## config.mk

```make
export PLATFORM = sky130hd
export DESIGN_NAME = register_writeback_unit
export DESIGN_NICKNAME = d
export VERILOG_FILES = /design/src/rtl/wb_pkg.sv /design/src/rtl/wb_load_queue.sv /design/src/rtl/register_writeback_unit.sv
export SDC_FILE = /design/constraint.sdc
export NUM_CORES = 1
export LEC_CHECK = 0
export ABC_CLOCK_PERIOD_IN_PS = 2860
export BUFFER_PORTS_ARGS = -buffer_cell sky130_fd_sc_hd__buf_2
export CORE_MARGIN = 5
export CORE_UTILIZATION = 45
export CTS_CLUSTER_SIZE = 12
export DETAILED_ROUTE_END_ITERATION = 8
export PLACE_DENSITY = 0.75
export SYNTH_ARGS = -nofsm -noshare
export SYNTH_HDL_FRONTEND = slang
export SYNTH_SLANG_ARGS = --single-unit
```

## constraint.sdc

```tcl
create_clock -name clk -period 2.86 [get_ports clk]
set_input_delay 0.429 -clock clk [delete_from_list [all_inputs] [get_ports clk]]
set_output_delay 0.429 -clock clk [all_outputs]
set_load 0.02 [all_outputs]
```

## src/rtl/wb_pkg.sv

```systemverilog
// Shared types and defaults for the register write-back unit.
package wb_pkg;

    localparam int unsigned DATA_W = 32;
    localparam int unsigned ADDR_W = 5;

    localparam logic [ADDR_W-1:0] REG_ZERO = '0;

    typedef struct packed {
        logic [ADDR_W-1:0] dest;
        logic [DATA_W-1:0] data;
    } wb_req_t;

    typedef enum logic [1:0] {
        SEL_NONE = 2'd0,
        SEL_ALU  = 2'd1,
        SEL_LQ   = 2'd2
    } wb_sel_e;

endpackage

```

## src/rtl/wb_load_queue.sv

```systemverilog
// Load-result FIFO of wb_req_t entries; head is visible combinationally on pop_data.
module wb_load_queue
    import wb_pkg::*;
#(
    parameter int unsigned DEPTH = 4
) (
    input  logic                       clk,
    input  logic                       rst,
    input  logic                       push,
    input  wb_req_t                    push_data,
    input  logic                       pop,
    output wb_req_t                    pop_data,
    output logic [$clog2(DEPTH):0]     count,
    output logic                       full,
    output logic                       empty
);

    localparam int unsigned PTR_W = $clog2(DEPTH);
    localparam int unsigned CNT_W = PTR_W + 1;

    wb_req_t            mem_q [DEPTH];
    logic [PTR_W-1:0]   wr_ptr_q, wr_ptr_d;
    logic [PTR_W-1:0]   rd_ptr_q, rd_ptr_d;
    logic [CNT_W-1:0]   count_q, count_d;

    always_comb begin
        wr_ptr_d = wr_ptr_q;
        rd_ptr_d = rd_ptr_q;
        count_d  = count_q;
        if (push) wr_ptr_d = wr_ptr_q + PTR_W'(1);
        if (pop)  rd_ptr_d = rd_ptr_q + PTR_W'(1);
        case ({push, pop})
            2'b10:   count_d = count_q + CNT_W'(1);
            2'b01:   count_d = count_q - CNT_W'(1);
            default: count_d = count_q;
        endcase
    end

    always_ff @(posedge clk or negedge rst) begin
        if (!rst) begin
            wr_ptr_q <= '0;
            rd_ptr_q <= '0;
            count_q  <= '0;
        end else begin
            wr_ptr_q <= wr_ptr_d;
            rd_ptr_q <= rd_ptr_d;
            count_q  <= count_d;
        end
    end

    // Storage needs no reset: occupancy alone decides what is valid.
    always_ff @(posedge clk) begin
        if (push) mem_q[wr_ptr_q] <= push_data;
    end

    assign pop_data = mem_q[rd_ptr_q];
    assign count    = count_q;
    assign full     = (count_q == CNT_W'(DEPTH));
    assign empty    = (count_q == '0);

endmodule

```

## src/rtl/register_writeback_unit.sv

```systemverilog
// Arbitrates ALU and queued load results onto the register-file write port and tracks pending loads.
// Optional forwarding ports are enabled by defining REGISTER_WRITEBACK_BYPASS_EN.
module register_writeback_unit #(
    parameter int unsigned DATA_W   = wb_pkg::DATA_W,
    parameter int unsigned ADDR_W   = wb_pkg::ADDR_W,
    parameter int unsigned LQ_DEPTH = 4
) (
    input  logic                         clk,
    input  logic                         rst,
    input  logic                         alu_valid,
    input  logic [ADDR_W-1:0]            alu_dest,
    input  logic [DATA_W-1:0]            alu_data,
    input  logic                         ld_valid,
    output logic                         ld_ready,
    input  logic [ADDR_W-1:0]            ld_dest,
    input  logic [DATA_W-1:0]            ld_data,
    input  logic                         iss_valid,
    input  logic [ADDR_W-1:0]            iss_dest,
`ifdef REGISTER_WRITEBACK_BYPASS_EN
    input  logic [ADDR_W-1:0]            byp_addr_a,
    input  logic [ADDR_W-1:0]            byp_addr_b,
    output logic                         byp_hit_a,
    output logic                         byp_hit_b,
    output logic [DATA_W-1:0]            byp_data_a,
    output logic [DATA_W-1:0]            byp_data_b,
`endif
    output logic                         wr_en,
    output logic [ADDR_W-1:0]            wr_addr,
    output logic [DATA_W-1:0]            wr_data,
    output logic [(2**ADDR_W)-1:0]       pending,
    output logic [$clog2(LQ_DEPTH):0]    lq_count
);

    import wb_pkg::*;

    localparam int unsigned NREGS = 2**ADDR_W;

    logic                 ready_en_q;
    logic                 wr_en_q, wr_en_d;
    logic [ADDR_W-1:0]    wr_addr_q, wr_addr_d;
    logic [DATA_W-1:0]    wr_data_q, wr_data_d;
    logic [NREGS-1:0]     pending_q, pending_d;

    wb_sel_e              sel;
    wb_req_t              lq_in, lq_head;
    logic                 lq_push, lq_pop, lq_full, lq_empty;

    assign lq_in    = '{dest: ld_dest, data: ld_data};
    assign ld_ready = ready_en_q & ~lq_full;
    assign lq_push  = ld_valid & ld_ready;
    assign lq_pop   = (sel == SEL_LQ);

    wb_load_queue #(
        .DEPTH     (LQ_DEPTH)
    ) u_lq (
        .clk       (clk),
        .rst       (rst),
        .push      (lq_push),
        .push_data (lq_in),
        .pop       (lq_pop),
        .pop_data  (lq_head),
        .count     (lq_count),
        .full      (lq_full),
        .empty     (lq_empty)
    );

    // ALU always wins the port; the queue drains only in ALU-idle cycles.
    always_comb begin
        sel = SEL_NONE;
        if (alu_valid)      sel = SEL_ALU;
        else if (!lq_empty) sel = SEL_LQ;
    end

    always_comb begin
        wr_en_d   = 1'b0;
        wr_addr_d = wr_addr_q;
        wr_data_d = wr_data_q;
        pending_d = pending_q;
        case (sel)
            SEL_ALU: begin
                wr_en_d   = (alu_dest != ADDR_W'(REG_ZERO));
                wr_addr_d = alu_dest;
                wr_data_d = alu_data;
            end
            SEL_LQ: begin
                wr_en_d   = (lq_head.dest != ADDR_W'(REG_ZERO));
                wr_addr_d = lq_head.dest;
                wr_data_d = lq_head.data;
                pending_d[lq_head.dest] = 1'b0;
            end
            default: ;
        endcase
        // A new issue to the same register outranks the retiring load.
        if (iss_valid) pending_d[iss_dest] = 1'b1;
        pending_d[0] = 1'b0;
    end

    always_ff @(posedge clk or negedge rst) begin
        if (!rst) begin
            ready_en_q <= 1'b0;
            wr_en_q    <= 1'b0;
            wr_addr_q  <= '0;
            wr_data_q  <= '0;
            pending_q  <= '0;
        end else begin
            ready_en_q <= 1'b1;
            wr_en_q    <= wr_en_d;
            wr_addr_q  <= wr_addr_d;
            wr_data_q  <= wr_data_d;
            pending_q  <= pending_d;
        end
    end

    assign wr_en   = wr_en_q;
    assign wr_addr = wr_addr_q;
    assign wr_data = wr_data_q;
    assign pending = pending_q;

`ifdef REGISTER_WRITEBACK_BYPASS_EN
    // Forward the in-flight write; the file only shows it from the next cycle.
    assign byp_hit_a  = wr_en_q && (wr_addr_q == byp_addr_a) && (byp_addr_a != ADDR_W'(REG_ZERO));
    assign byp_hit_b  = wr_en_q && (wr_addr_q == byp_addr_b) && (byp_addr_b != ADDR_W'(REG_ZERO));
    assign byp_data_a = byp_hit_a ? wr_data_q : '0;
    assign byp_data_b = byp_hit_b ? wr_data_q : '0;
`endif

endmodule
```

# After elaboration in Yosys (flattened, before gate mapping)
# Memories as Yosys holds them, arrays and structs flattened.
# Index checks and enable logic that the tools add are counted.
[word_totals] regBits=77 ram_bits=148 inputBits=84 wordCells=49 memories=1
[memory_table] name="u_lq.mem_q" depth=4 word_bits=37 read_ports=1 rd_ports_with_merged_regs=0 wr=1 line="wb_load_queue.sv:21" text="wb_req_t mem_q [DEPTH];"
[op_classes] addsub=4 magnitude_cmp=4 n_eq_ne=5 muxes=14 bitwise_logic=6 n_reduce_logical=7
[ops] operator="2-to-1 mux 32 bit" n=2
[ops] operator="one-hot mux 32 bit (2 select lines)" n=1
[ops] operator="AND 32 bit" n=1
[ops] operator="NOT 32 bit" n=1
[ops] operator="bitwise OR 32 bit" n=1
[ops] operator="< comparator 5 x 6 -> 1 bit (second input constant)" n=2
[ops] operator="demux 1 bit (select 5 bit)" n=2
[ops] operator="greater-or-equal comparator 5 x 1 -> 1 bit (second input constant)" n=2
[ops] operator="one-hot mux 5 bit (2 select lines)" n=1
[ops] operator="nonzero test 5 bit" n=2
[ops] operator="one-hot mux 3 bit (2 select lines)" n=1
[ops] operator="adder 2 x 1 -> 2 bit (second input constant)" n=2
[ops] operator="== test 2 x 1 -> 1 bit (second input constant)" n=2
[ops] operator="== test 2 bit (second input constant)" n=2
[ops] operator="2-to-1 mux 1 bit" n=4
[ops] operator="2-to-1 mux 2 bit" n=2
[ops] operator="nonzero test 2 bit" n=2
[ops] operator="adder 3 x 1 -> 3 bit (second input constant)" n=1
[ops] operator="== test 3 bit (second input constant)" n=1
[ops] operator="logical NOT 3 bit" n=1
[ops] operator="subtractor 3 x 1 -> 3 bit (second input constant)" n=1
[ops] operator="AND 1 bit" n=2
[ops] operator="logical AND 1 bit" n=2
[ops] operator="one-hot mux 1 bit (2 select lines)" n=1
[ops] operator="NOT 1 bit" n=1

# Longest topological paths before layout
# An unclocked memory read counts as a cell.
[logic_depth] depth_word=10 ltp_mapped=10

# By module
# A second synthesis with hierarchy kept.
[unflattened] cells_unflattened=523 hier_area_um2=8799.7
[by_module_without_submodules] mod="wb_load_queue" n_inst=1 cells_per_inst=230 area_each_um2=5728.0 seq_area_each_um2=4619.4
[by_module_without_submodules] mod="register_writeback_unit" n_inst=1 cells_per_inst=293 area_each_um2=3071.7 seq_area_each_um2=1751.7

# Least setup slack after synthesis
# No wires, ideal clock.
[synth_path] path_kind="reg-to-reg" start="register u_lq.count_q[0] (netlist: u_lq.count[0])" end="memory u_lq.mem_q[0][0] in the netlist's numbering, enable pin" setup_ns=0.398 arrival_time_ns=2.261 t_required_ns=2.462 slack_ns=0.201 path_stages_with_launch=4 path_cell_list="dfrtp_1 -> inv_1 -> a31oi_1 -> and3_1"
[synth_between] elab_chain_len=6
[synth_rtl] element="start: declaration" line="wb_load_queue.sv:24" text="logic [CNT_W-1:0] count_q, count_d;"
[synth_rtl] element="start signal: assignment" line="wb_load_queue.sv:47" text="count_q <= count_d;"
[synth_rtl] element="== test 3 bit" line="wb_load_queue.sv:58" text="assign full = (count_q == CNT_W'(DEPTH));"
[synth_rtl] element="NOT 1 bit" line="register_writeback_unit.sv:49" text="assign ld_ready = ready_en_q & ~lq_full;"
[synth_rtl] element="AND 1 bit" line="register_writeback_unit.sv:49"
[synth_rtl] element="via ld_ready" line="register_writeback_unit.sv:14" text="output logic ld_ready,"
[synth_rtl] element="AND 1 bit" line="register_writeback_unit.sv:50" text="assign lq_push = ld_valid & ld_ready;"
[synth_rtl] element="2-to-1 mux 1 bit" line="wb_load_queue.sv:53" text="if (push) mem_q[wr_ptr_q] <= push_data;"
[synth_rtl] element="2-to-1 mux 1 bit (not written as such)" line="wb_load_queue.sv:53"
[synth_rtl] element="end: declaration" line="wb_load_queue.sv:21"
# The timed path passes the listed nets, and every way through them passes these cells.

# Worst setup path in the final report
[layout_path] start="register u_lq.rd_ptr_q[0]" end="register pending_q[2] (netlist: pending[2])"
[layout_between] elab_chain_len=10
[layout_rtl] element="start: declaration" line="wb_load_queue.sv:23" text="logic [PTR_W-1:0] rd_ptr_q, rd_ptr_d;"
[layout_rtl] element="start signal: assignment" line="wb_load_queue.sv:46" text="rd_ptr_q <= rd_ptr_d;"
[layout_rtl] element="memory (4 x 37 bit) *"
[layout_rtl] element="< comparator 5 x 6 -> 1 bit (not written as such) or greater-or-equal comparator 5 x 1 -> 1 bit (tied branches)" line="register_writeback_unit.sv:89" text="pending_d[lq_head.dest] = 1'b0;"
[layout_rtl] element="logical AND 1 bit (not written as such)" line="register_writeback_unit.sv:89"
[layout_rtl] element="2-to-1 mux 1 bit (not written as such)" line="register_writeback_unit.sv:89"
[layout_rtl] element="demux 1 bit (select 5 bit) *" line="register_writeback_unit.sv:89"
[layout_rtl] element="NOT 32 bit (no line) *"
[layout_rtl] element="AND 32 bit (no line) *"
[layout_rtl] element="2-to-1 mux 32 bit *" line="register_writeback_unit.sv:79" text="case (sel)"
[layout_rtl] element="bitwise OR 32 bit (no line)"
[layout_rtl] element="2-to-1 mux 32 bit *" line="register_writeback_unit.sv:94" text="if (iss_valid) pending_d[iss_dest] = 1'b1;"
[layout_rtl] element="via pending_d[2]" line="register_writeback_unit.sv:42" text="logic [NREGS-1:0] pending_q, pending_d;"
[layout_rtl] element="end signal: assignment" line="register_writeback_unit.sv:110" text="pending_q <= pending_d;"
[layout_rtl] element="end: declaration" line="register_writeback_unit.sv:42"
# The timed path passes the listed nets; every way through them passes the cells marked *.
# A chain may end at the register's enable or synchronous reset.

==> impl_metrics.toml <==
[setup_path]
cp-startpoint = "u_lq.rd_ptr_q[0]$_DFFE_PN0N_"
reg2reg_from = "u_lq.rd_ptr_q[0]$_DFFE_PN0N_"
r2r_cells = 4
cp_slowest_cell = "or4b_1"
path_max_fanout = 8
critPathLaunchType = "register"
path_cells = "mux4_2 > or4b_1 > o21ai_1 > nand2_1"
worstSetupPathType = "reg2reg"
critPathArrivalTime_ns = 2.68
cp-end-kind = "register"
crit_path_max_incr_delay_ns = 0.76
r2r-end = "pending[2]$_DFF_PN0_"
r2r_slack_ns = 0.57
timing.critical_path.buf_inv = 0
worstPathRequired_ns = 3.25
crit_family = "simple AND/OR/NAND/NOR gates"

[clocking]
max-clock-path-buffers = 3
cts_tree = "built"
cts.sinks = 225
clock_latency_ns = 0.51
clockRootBuffer = "clkbuf_16"
ctsHoldBuffers = 0
path_clk_slew_ns = 0.06
cts_buffers = 24
post_cts_resized = 0
cts_setup_buffers = 0
h-tree-depth = 1

[sta]
fin_crit_ns = 2.29
slew_violations = 0
hold_ws_ns = -0.00129
setup_violations = 0
clock_skew_ns = 0.00819
tns_ns = 0
timing.slew.headroom = 0.293
fin_crit_sh = 0.801
tightest_slew_ns = 1.05
final_hold_viol_count = 2
grt_setup_unrepaired = "false"
fmax_ghz = 0.437

[pwr]
peakVddDrop_mv = 0.657
p_leak_nw = 4.30
powerDensity_nw_per_um2 = 1010
fin_total_pwr_w = 0.0107

[min_path]
hold_class = "in2async"

[logic_synthesis]
ys_top_cells_by_area = "edfxtp_1 (51%), dfrtp_1 (22%), mux4_2 (9.6%), a222oi_1 (4.1%), nand2_1 (2.9%)"
yosys-top-cells-count = "edfxtp_1 (148), dfrtp_1 (77), nand2_1 (67)"
synthesis.area_um2 = 8690
synth_top_area_share = 0.511
yosysMostFrequentCell = "edfxtp_1"
synth_edf_count = 148
async_flop_share = 0.342
synth_seq_cells = 225
synthFlopType = "edfxtp_1"
ys_seq_area_frac = 0.733
syn_area_per_cell_um2 = 16.7
synth_nets = 612
synth_warnings = 0
synth_top_area_cell = "edfxtp_1"
synth.distinct_cells = 37
netlist_instances = 522

[floorplan]
die_area_um2 = 22200
ios = 158
die_w_um = 149
initial_core_util = 0.460
rows = 50
core_um2 = 18900
die_h_um = 149

[finish]
final_nets = 782
drive_gt1_frac = 0.350
diodes = 0
syn_to_final_growth_pct = 21.8
nFillCells = 1531

[route]
drt_iter0_drc = 490
first_pass_iters = 9
drc = 0
wl_per_cell_um = 20.6
vias = 5326
ant_nets = 0
wl_um = 20000
post_drt_via_cell_ratio = 5.50

[global_routing]
grt_pass1_wl_um = 31300
grt_pass1_vias = 5577
grt_overflow = 0
grt_max_degree = 56
antenna_found_initial = 4
grtUsageTotal = 0.181

[outcome]
status = "finished with violations"
violations = "hold timing"

[placed_design]
dp_hpwl_um = 13200
port_buffers = 156
place_congestion = 0.865

[flow_run]
drv_cap = 0
-- worst max-delay path by stage --
stage	to	slack, ns	cells after the start
finish	pending[2]$_DFF_PN0_	0.57	4
global route	u_lq.count[2]$_DFFE_PN0P_	0.46	10
CTS	pending[1]$_DFF_PN0_	0.57	4
detailed placement	wr_data[10]$_DFFE_PN0P_	0.56	5
global placement	u_lq.count[2]$_DFFE_PN0P_	0.62	9
floorplan	u_lq.mem_q[0][0]$_DFFE_PP_	0.20	3
-- sequential cells by signal, indices dropped and copies added, names as in the netlist, 2 cells and up --
name	flops
u_lq.wr_ptr_q	2
u_lq.count	3
u_lq.rd_ptr_q	2
pending	31
wr_data	32
wr_addr	5
u_lq.mem_q	148
-- layout make-up --
cell class | instances | area, µm² | area share
Tap cell | 260 | 325 | 0.0307
Clock buffer | 39 | 718 | 0.0678
Inverter | 46 | 173 | 0.0163
Sequential cell | 225 | 6370 | 0.602
Timing Repair Buffer | 168 | 923 | 0.0872
Multi-Input combinational cell | 227 | 2050 | 0.194
Clock inverter | 4 | 23.8 | 0.00224
-- where the power goes --
part / switching [W] / internal [W]
logic: 0.00198 / 0.00129
clock network: 0.00119 / 0.00171
registers: 0.000384 / 0.00419
-- kinds of logic after synthesis --
group	Yosys count	share of synthesized area
AO/OA/AOI/OAI	71	0.0622
XOR/XNOR	6	0.00604
adder cells (fa/ha/maj)	6	0.00950
buffers and inverters	70	0.0325
flip-flops	225	0.733
multiplexers	39	0.0983
other	2	0.000864
AND/OR/NAND/NOR	103	0.0577
-- metrics by stage --
step	instances	setup WS, ns	util	cell area (µm²)
2_1_floorplan	522	0.201	-	8690
3_3_place_gp	926	0.622	0.521	9850
3_5_place_dp	926	0.562	0.521	9850
4_1_cts	969	0.573	0.561	10600
5_1_grt	969	0.457	0.561	10600
6_report	969	0.570	0.561	10600
-- per-layer routing --
layer / vias up / wire length (µm) / GRT usage
li1: 2348 / - / -
met1: 2688 / 7840 / 0.232
met2: 244 / 9820 / 0.308
met3: 38 / 1850 / 0.0468
met4: 8 / 398 / 0.0471
met5: - / 42 / 0
-- layout by cell type, fill, tap and decap left out, types with 3 or more instances in the layout --
cell,n
nor2_1,6
or3b_1,3
ha_1,5
clkbuf_16,25
o21ai_0,16
a222oi_1,36
clkbuf_1,10
o21ai_1,17
mux4_2,37
nand3b_1,3
nand2_1,67
buf_4,9
edfxtp_1,148
xnor2_1,4
clkinv_2,3
buf_2,155
buf_12,4
and3_2,4
nor3_1,3
inv_1,46
dfrtp_1,75
nor3b_1,4
clkbuf_8,4
No activity file was read; power rests on OpenSTA's default activity.
